### config.mk
export PLATFORM = sky130hd
export DESIGN_NAME = sha256_block_sequencer
export DESIGN_NICKNAME = d
export VERILOG_FILES = /design/src/rtl/sha256_block_sequencer.sv
export SDC_FILE = /design/constraint.sdc
export NUM_CORES = 1
export LEC_CHECK = 0
export BUFFER_PORTS_ARGS = -buffer_cell sky130_fd_sc_hd__buf_2
export CORE_AREA = 5 5 211 213
export DETAILED_ROUTE_END_ITERATION = 16
export DIE_AREA = 0 0 216 218
export HOLD_SLACK_MARGIN = 0.05
export PLACE_DENSITY = 0.75
export SLEW_MARGIN = 20
export SYNTH_ARGS = -nofsm -noshare
export SYNTH_HDL_FRONTEND = slang
export SYNTH_SLANG_ARGS = --single-unit
### constraint.sdc
create_clock -name i_clk -period 22.6 [get_ports i_clk]
set_input_delay 4.52 -clock i_clk [delete_from_list [all_inputs] [get_ports i_clk]]
set_output_delay 4.52 -clock i_clk [all_outputs]
set_load 0.1 [all_outputs]
### src/rtl/sha256_block_sequencer.sv
// Streams a message of up to MAX_LEN bytes out of byte memory, pads it to one or two
// 512-bit SHA-256 blocks, and hands each block to an external compression core.
module sha256_block_sequencer #(
    parameter int MAX_LEN = 119
) (
    input  logic         i_clk,
    input  logic         i_rst,
    input  logic         i_start,
    input  logic         i_abort,
    input  logic [6:0]   i_msg_len,
    output logic         o_mem_rd,
    output logic [6:0]   o_mem_addr,
    input  logic [7:0]   i_mem_data,
    output logic [511:0] o_core_block,
    output logic         o_core_first,
    output logic         o_core_start,
    input  logic         i_core_done,
    output logic         o_busy,
    output logic         o_done,
    output logic         o_err
);

    // state | meaning
    // IDLE  | waiting for a request
    // FILL  | 65 cycles: read bytes and shift the padded block in
    // START | one-cycle start pulse to the core
    // WAIT  | core compressing the current block
    // DONE  | one-cycle completion pulse
    typedef enum logic [2:0] {
        S_IDLE  = 3'd0,
        S_FILL  = 3'd1,
        S_START = 3'd2,
        S_WAIT  = 3'd3,
        S_DONE  = 3'd4
    } state_t;

    localparam logic [7:0] MAX_LEN_C = 8'(MAX_LEN);

    state_t         state_q, state_d;
    logic [6:0]     len_q;
    logic           blk_q;
    logic [6:0]     cnt_q;
    logic [6:0]     addr_q;
    logic [511:0]   block_q;
    logic           first_q;
    logic           err_q;

    logic           len_ok;
    logic           last_blk;
    logic [6:0]     fill_g;
    logic           fill_rd;
    logic [5:0]     cap_b;
    logic [6:0]     cap_g;
    logic [15:0]    len_bits;
    logic [7:0]     cap_byte;

    assign len_ok   = ({1'b0, i_msg_len} <= MAX_LEN_C);
    assign last_blk = (len_q <= 7'd55) || blk_q;
    assign fill_g   = {blk_q, cnt_q[5:0]};
    assign fill_rd  = (state_q == S_FILL) && !cnt_q[6] && (fill_g < len_q);
    // Data for the byte read in cycle n arrives in cycle n+1, so capture lags by one.
    assign cap_b    = cnt_q[5:0] - 6'd1;
    assign cap_g    = {blk_q, cap_b};
    assign len_bits = {6'b0, len_q, 3'b000};

    always_comb begin
        cap_byte = 8'h00;
        if (last_blk && (cap_b == 6'd62)) begin
            cap_byte = len_bits[15:8];
        end else if (last_blk && (cap_b == 6'd63)) begin
            cap_byte = len_bits[7:0];
        end else if (last_blk && (cap_b >= 6'd56)) begin
            cap_byte = 8'h00;
        end else if (cap_g < len_q) begin
            cap_byte = i_mem_data;
        end else if (cap_g == len_q) begin
            cap_byte = 8'h80;
        end
    end

    always_ff @(posedge i_clk or posedge i_rst) begin
        if (i_rst) begin
            state_q <= S_IDLE;
        end else begin
            state_q <= state_d;
        end
    end

    always_comb begin
        state_d = state_q;
        case (state_q)
            S_IDLE: begin
                if (i_start && len_ok) begin
                    state_d = S_FILL;
                end
            end
            S_FILL: begin
                if (cnt_q == 7'd64) begin
                    state_d = S_START;
                end
            end
            S_START: state_d = S_WAIT;
            S_WAIT: begin
                if (i_core_done) begin
                    state_d = last_blk ? S_DONE : S_FILL;
                end
            end
            S_DONE:  state_d = S_IDLE;
            default: state_d = S_IDLE;
        endcase
        // Abort outranks every other transition, including i_core_done in WAIT.
        if (i_abort && (state_q != S_IDLE)) begin
            state_d = S_IDLE;
        end
    end

    always_ff @(posedge i_clk or posedge i_rst) begin
        if (i_rst) begin
            len_q   <= 7'd0;
            blk_q   <= 1'b0;
            cnt_q   <= 7'd0;
            addr_q  <= 7'd0;
            block_q <= 512'd0;
            first_q <= 1'b0;
            err_q   <= 1'b0;
        end else begin
            err_q <= (state_q == S_IDLE) && i_start && !len_ok;
            case (state_q)
                S_IDLE: begin
                    if (i_start && len_ok) begin
                        len_q <= i_msg_len;
                        blk_q <= 1'b0;
                        cnt_q <= 7'd0;
                    end
                end
                S_FILL: begin
                    cnt_q <= cnt_q + 7'd1;
                    if (fill_rd) begin
                        addr_q <= fill_g;
                    end
                    if (cnt_q != 7'd0) begin
                        block_q <= {block_q[503:0], cap_byte};
                    end
                    if (cnt_q == 7'd64) begin
                        first_q <= ~blk_q;
                    end
                end
                S_WAIT: begin
                    if (!i_abort && i_core_done && !last_blk) begin
                        blk_q <= 1'b1;
                        cnt_q <= 7'd0;
                    end
                end
                default: ;
            endcase
        end
    end

    always_comb begin
        o_busy       = (state_q != S_IDLE);
        o_mem_rd     = fill_rd;
        o_mem_addr   = fill_rd ? fill_g : addr_q;
        o_core_start = (state_q == S_START) && !i_abort;
        o_done       = (state_q == S_DONE) && !i_abort;
        o_err        = err_q;
        o_core_block = block_q;
        o_core_first = first_q;
    end

endmodule
After elaboration in Yosys (flattened, before gate mapping)
Cells that the tools add are included.
{"block": "totals", "register_bits": 539, "wordCells": 76, "inputBits": 20}
{"block": "op_classes", "magnitude_cmp": 5, "addsub": 2, "n_bitwise": 1, "n_mux": 18, "reduce_logical": 29, "eq_ne": 13}
{"cell": "$mux W8", "n": 5}
{"cell": "$mux W7", "n": 3}
{"cell": "$pmux W7 S3", "n": 1}
{"cell": "$mux W3", "n": 5}
{"cell": "$lt A7 B7 Y1", "n": 2}
{"cell": "$logic_and A1 B1 Y1", "n": 13}
{"cell": "$eq A6 B6 Y1 const B", "n": 2}
{"cell": "$pmux W3 S4", "n": 1}
{"cell": "$reduce_and A3 Y1", "n": 3}
{"cell": "$add A7 B1 Y7 const B", "n": 1}
{"cell": "$eq A7 B7 Y1", "n": 1}
{"cell": "$eq A7 B7 Y1 const B", "n": 1}
{"cell": "$le A7 B6 Y1 const B", "n": 1}
{"cell": "$le A7 B7 Y1 const B", "n": 1}
{"cell": "$reduce_bool A7 Y1", "n": 1}
{"cell": "$eq A3 B2 Y1 const B", "n": 2}
{"cell": "$ge A6 B6 Y1 const B", "n": 1}
{"cell": "$ne A3 B3 Y1 const B", "n": 2}
{"cell": "$reduce_and A2 Y1", "n": 3}
{"cell": "$reduce_bool A3 Y1", "n": 2}
{"cell": "$sub A6 B1 Y6 const B", "n": 1}
{"cell": "$logic_not A1 Y1", "n": 4}
{"cell": "$ne A2 B2 Y1 const B", "n": 2}
{"cell": "$eq A3 B1 Y1 const B", "n": 1}
{"cell": "other kinds (8)", "n": 9}

Depth between registers and ports, before layout
{"block": "depth", "word_depth": 7, "ltp_mapped": 12}

Least setup slack after synthesis
No wires, ideal clock.
{"block": "synth_path", "path_type": "input to output", "startpoint": "input port i_abort", "endpoint": "output port o_done", "setup_slack_ps": 10409, "cell_stages": 1, "required_time_ps": 18080, "arrival_ps": 7671, "cell_sequence": "nor4b_1"}
{"block": "synth_via", "elab_chain_len": 2}
{"element": "start: declaration", "line_no": "9", "text": "input logic i_abort,"}
{"element": "$logic_not A1 Y1", "line_no": "164", "text": "o_done = (state_q == S_DONE) && !i_abort;"}
{"element": "$logic_and A1 B1 Y1", "line_no": "164"}
{"element": "end: declaration", "line_no": "19", "text": "output logic o_done,"}
No other way between the ends.

Worst setup path after layout
Same ends and word-level chain as after synthesis.

==> run summary <==
The floorplan step set the die width to 216 um. The via count of the first global-routing pass is 16773. The flow ran to the end, and the final reports show no timing, DRC or antenna violations. STA classifies the critical path endpoint as an output pin.

The count of fill cells added during filler insertion came out at 3555. The family with the most delay on the worst path is buffers and inverters. The count of final max-slew check failures came to 0.

After layout, the worst path uses 44.0% of the clock period. Setup repair after global routing left no endpoint under its margin. The share of final-layout standard cells stronger than drive strength 1 came out at about 23%. The number of endpoints with negative hold slack in the final report is 0. The antenna diode instance count is 0.

Entering global routing, the biggest net connects approximately 260 pins. The number of remaining DRC errors is 0. The data required time of the critical path is 18.08 ns. The mean area per synthesized cell came out at around 9 sq um. The met1 usage in global routing is 32.5%.

Subtracting the final worst setup slack from the clock period gives 9.94 ns. The element type at the critical path start is an input pin. The worst endpoint data arrival time came out at 5.42 ns. The critical path is of the input pin to output pin type. Setup violations remaining at the end of the flow were counted as 0. The count of flip-flops with a built-in enable after synthesis is 0. The H-tree generated during clock tree synthesis spans 2 levels. The utilization after layout came out at roughly 61%. The largest total area in the synthesized netlist belongs to sky130_fd_sc_hd__dfrtp_1. The HPWL reported at the end of detailed placement came out at 41.3 mm. The count of state elements after synthesis came out at 539. The effective utilization at floorplan came out at 49.3%.

The areal power density over the cells is around 150 nW/um^2. The weighted congestion reported at the end of routability-driven placement is 0.853. The via count is around 17000. The synthesis warning total is 0. The number of rows created at floorplan came out at 76. The accumulated negative setup slack came out at 0 ns.

The total length of routed wires came out at 59.9 mm. The die covers 47100 sq um. The worst slack on hold paths came out at ~0.47 ns.

The highest cell delay on the worst timing path came out at between 0.4 and 0.5 ns. The global-route wire length before repair came out at about 95 mm. The die is between 200 and 250 um tall. Yosys attributes the largest share of cell area to sky130_fd_sc_hd__dfrtp_1 64%, sky130_fd_sc_hd__nand2_1 27%, sky130_fd_sc_hd__buf_2 1.9%. The slowest stage of the critical path belongs to the cell sky130_fd_sc_hd__buf_2. From synthesis to final layout, the design area changed by 22.9%. Among the stages of the critical path, the cell type that occurs most often is sky130_fd_sc_hd__buf_2. The total overflow left after global routing is 0. The initial antenna violation count is 2.

After global routing, the most crowded layer is met2. In this run the worst path has a maximum fanout of 6. The share of the synthesized area in the top cell type came out at 64.3%. Leaving out fill and tap cells, the most frequent cells in the layout are 1535 x sky130_fd_sc_hd__nand2_1, 544 x sky130_fd_sc_hd__buf_2, 539 x sky130_fd_sc_hd__dfrtp_1. The post-synthesis instance area came out at 21000 sq um. The root buffer cell is sky130_fd_sc_hd__clkbuf_16. The leakage power summed over all cells came out at 16.1 nW. Using the TritonRoute via totals, the vias-per-cell ratio works out to 5.05. The number of buffers created by CTS came out at 56. The number of sinks on the clock net is 539. The per-cell routed wire length came out at approximately 17 um. Leaving out fill and tap cells, the most frequent cell in the layout is sky130_fd_sc_hd__nand2_1. The path type of the worst min-delay path is flip-flop to flip-flop. The overall routing resource usage is about a quarter. Synthesis produced a netlist with a net count of 2384. The distinct cell type count after synthesis came out at 40.

For met2 alone, demand over resource in global routing was between 40% and 50%. The cell count after synthesis is 2347. The maximum count of clock buffers along a single path is 3. Traced cell by cell, the critical path runs through buf_2 > nor4b_1 > buf_2.

The clock latency on the worst-skew pair came out at 0.60 ns. Measured against its own limit, the worst slew margin works out to 20.6%. For this run, the leading register cell type out of synthesis is sky130_fd_sc_hd__dfrtp_1.

The largest voltage drop on the vdd net came out at roughly 170 uV. The count of input and output buffers came out at 544. The count of nets after finishing came out at 2879.

The combined buffer and inverter count along the critical path is 2. TritonCTS built the clock tree. The area of the core came out at around 43000 sq um. The post-cts resize count came out at 0. The met3 layer usage reported by global route came out at 6.28%. The initial DRC count is 1683. The first detailed-routing pass ran for 5 iterations. The buffer count from post-CTS setup fixing is 0. The share of the Yosys chip area taken by registers is 64.3%.

After clock tree synthesis, the clock-pin slew on the worst setup and hold paths is 0.06 ns. For the pin with the worst max-slew slack, the measured transition is 1.19 ns. The fraction of registers with async set or reset after synthesis came out at 100%. The remaining antenna violation count came out at 0. The tool flagged a number of max-cap violations equal to 0. Based on the critical path, the design can be clocked at up to a little over 100 MHz. On the final layout, the worst clock skew is slightly above 0.02 ns. Pin placement for this block handled 545 I/O pins. In this run, post-CTS hold repair placed 0 buffers.
-- path summary, 6_finish.rpt --
check | startpoint | end | slack [ns] | cells past startpoint
setup reg to reg | cnt_q[0]$_DFFE_PP0P_ | o_core_block[244]$_DFFE_PP0P_ | 18.63 | 9
hold reg to reg | o_core_block[507]$_DFFE_PP0P_ | o_core_block[507]$_DFFE_PP0P_ | 0.47 | 2
max in group asynchronous | i_rst | len_q[0]$_DFFE_PP0P_ | 16.33 | 4
hold / removal | o_core_block[507]$_DFFE_PP0P_ | o_core_block[507]$_DFFE_PP0P_ | 0.47 | 2
min in group asynchronous | i_rst | o_core_block[372]$_DFFE_PP0P_ | 4.10 | 2
setup / recovery | i_abort | o_done | 12.66 | 3
-- per-stage QoR --
step	cell area, sq um	instances	power, W	setup WS [ns]
after global placement	23900	3329	0.00284	12.66
after floorplan	21000	2347	0.00257	3.01
after CTS	25700	3426	0.00379	12.67
after detailed placement	23900	3329	0.00286	12.67
final	25800	3427	0.00377	12.66
after global routing	25800	3427	0.00393	12.66
-- power breakdown --
group          leakage (nW)  total [W]  internal, W  switching, W
logic                  7.76    0.00162     0.000194       0.00142
registers              7.42    0.00123      0.00110      0.000128
clock network         0.895   0.000914     0.000543      0.000371
total                  16.1    0.00377      0.00184       0.00192
-- kinds of logic after synthesis --
| kind of cell | count (synthesis) | share of synthesized area (%) |
|---|---|---|
| simple gates | 1581 | 28.7 |
| flops | 539 | 64.3 |
| buf+inv | 135 | 3.14 |
| compound gates | 53 | 1.65 |
| mux | 18 | 0.967 |
| fa+ha+maj | 17 | 1.01 |
| xor+xnor | 4 | 0.167 |
-- Yosys cell counts (all sizes together) (2+ instances only) --
cell type	n
and3	3
clkbuf	30
a21oi	9
ha	17
a221o	2
xor2	4
nor4b	2
nor3	8
nand3b	2
o211ai	2
nand3	5
nor2	14
buf	91
nand2b	3
a31oi	2
o21ai	26
and4	2
a32oi	4
mux2	18
inv	14
dfrtp	539
nor2b	2
nand2	1535
nand4	3
-- sequential cells by signal (all words and copies together), names as in the netlist --
name / count
o_core_first: 1
len_q: 7
addr_q: 7
cnt_q: 7
o_core_block: 512
state_q: 3
o_err: 1
blk_q: 1
-- layer usage --
metal | vias up | wire [um]
li1 | 8158 | -
met1 | 8407 | 23900
met2 | 609 | 29100
met3 | 134 | 4710
met4 | 4 | 2290
met5 | - | 25
-- worst reg2reg max path: cells and delay by family (launching register included) --
kind / cells / cell delay (ns)
buffers and inverters: 4 / 2.50
and+or+nand+nor: 3 / 0.55
DFF: 1 / 0.48
adders and majority gates: 1 / 0.20
AOI/OAI and AO/OA: 1 / 0.19
-- cell type report --
cell class,instances,area (sq um),share of cell area [%]
Clock inverter,10,135,0.524
Sequential cell,539,13500,52.3
Timing Repair Buffer,558,2870,11.1
Multi-Input combinational cell,1673,6840,26.5
Clock buffer,87,1690,6.56
Tap cell,546,683,2.65
Inverter,14,60.1,0.233
(Power assumes the default switching activity.)
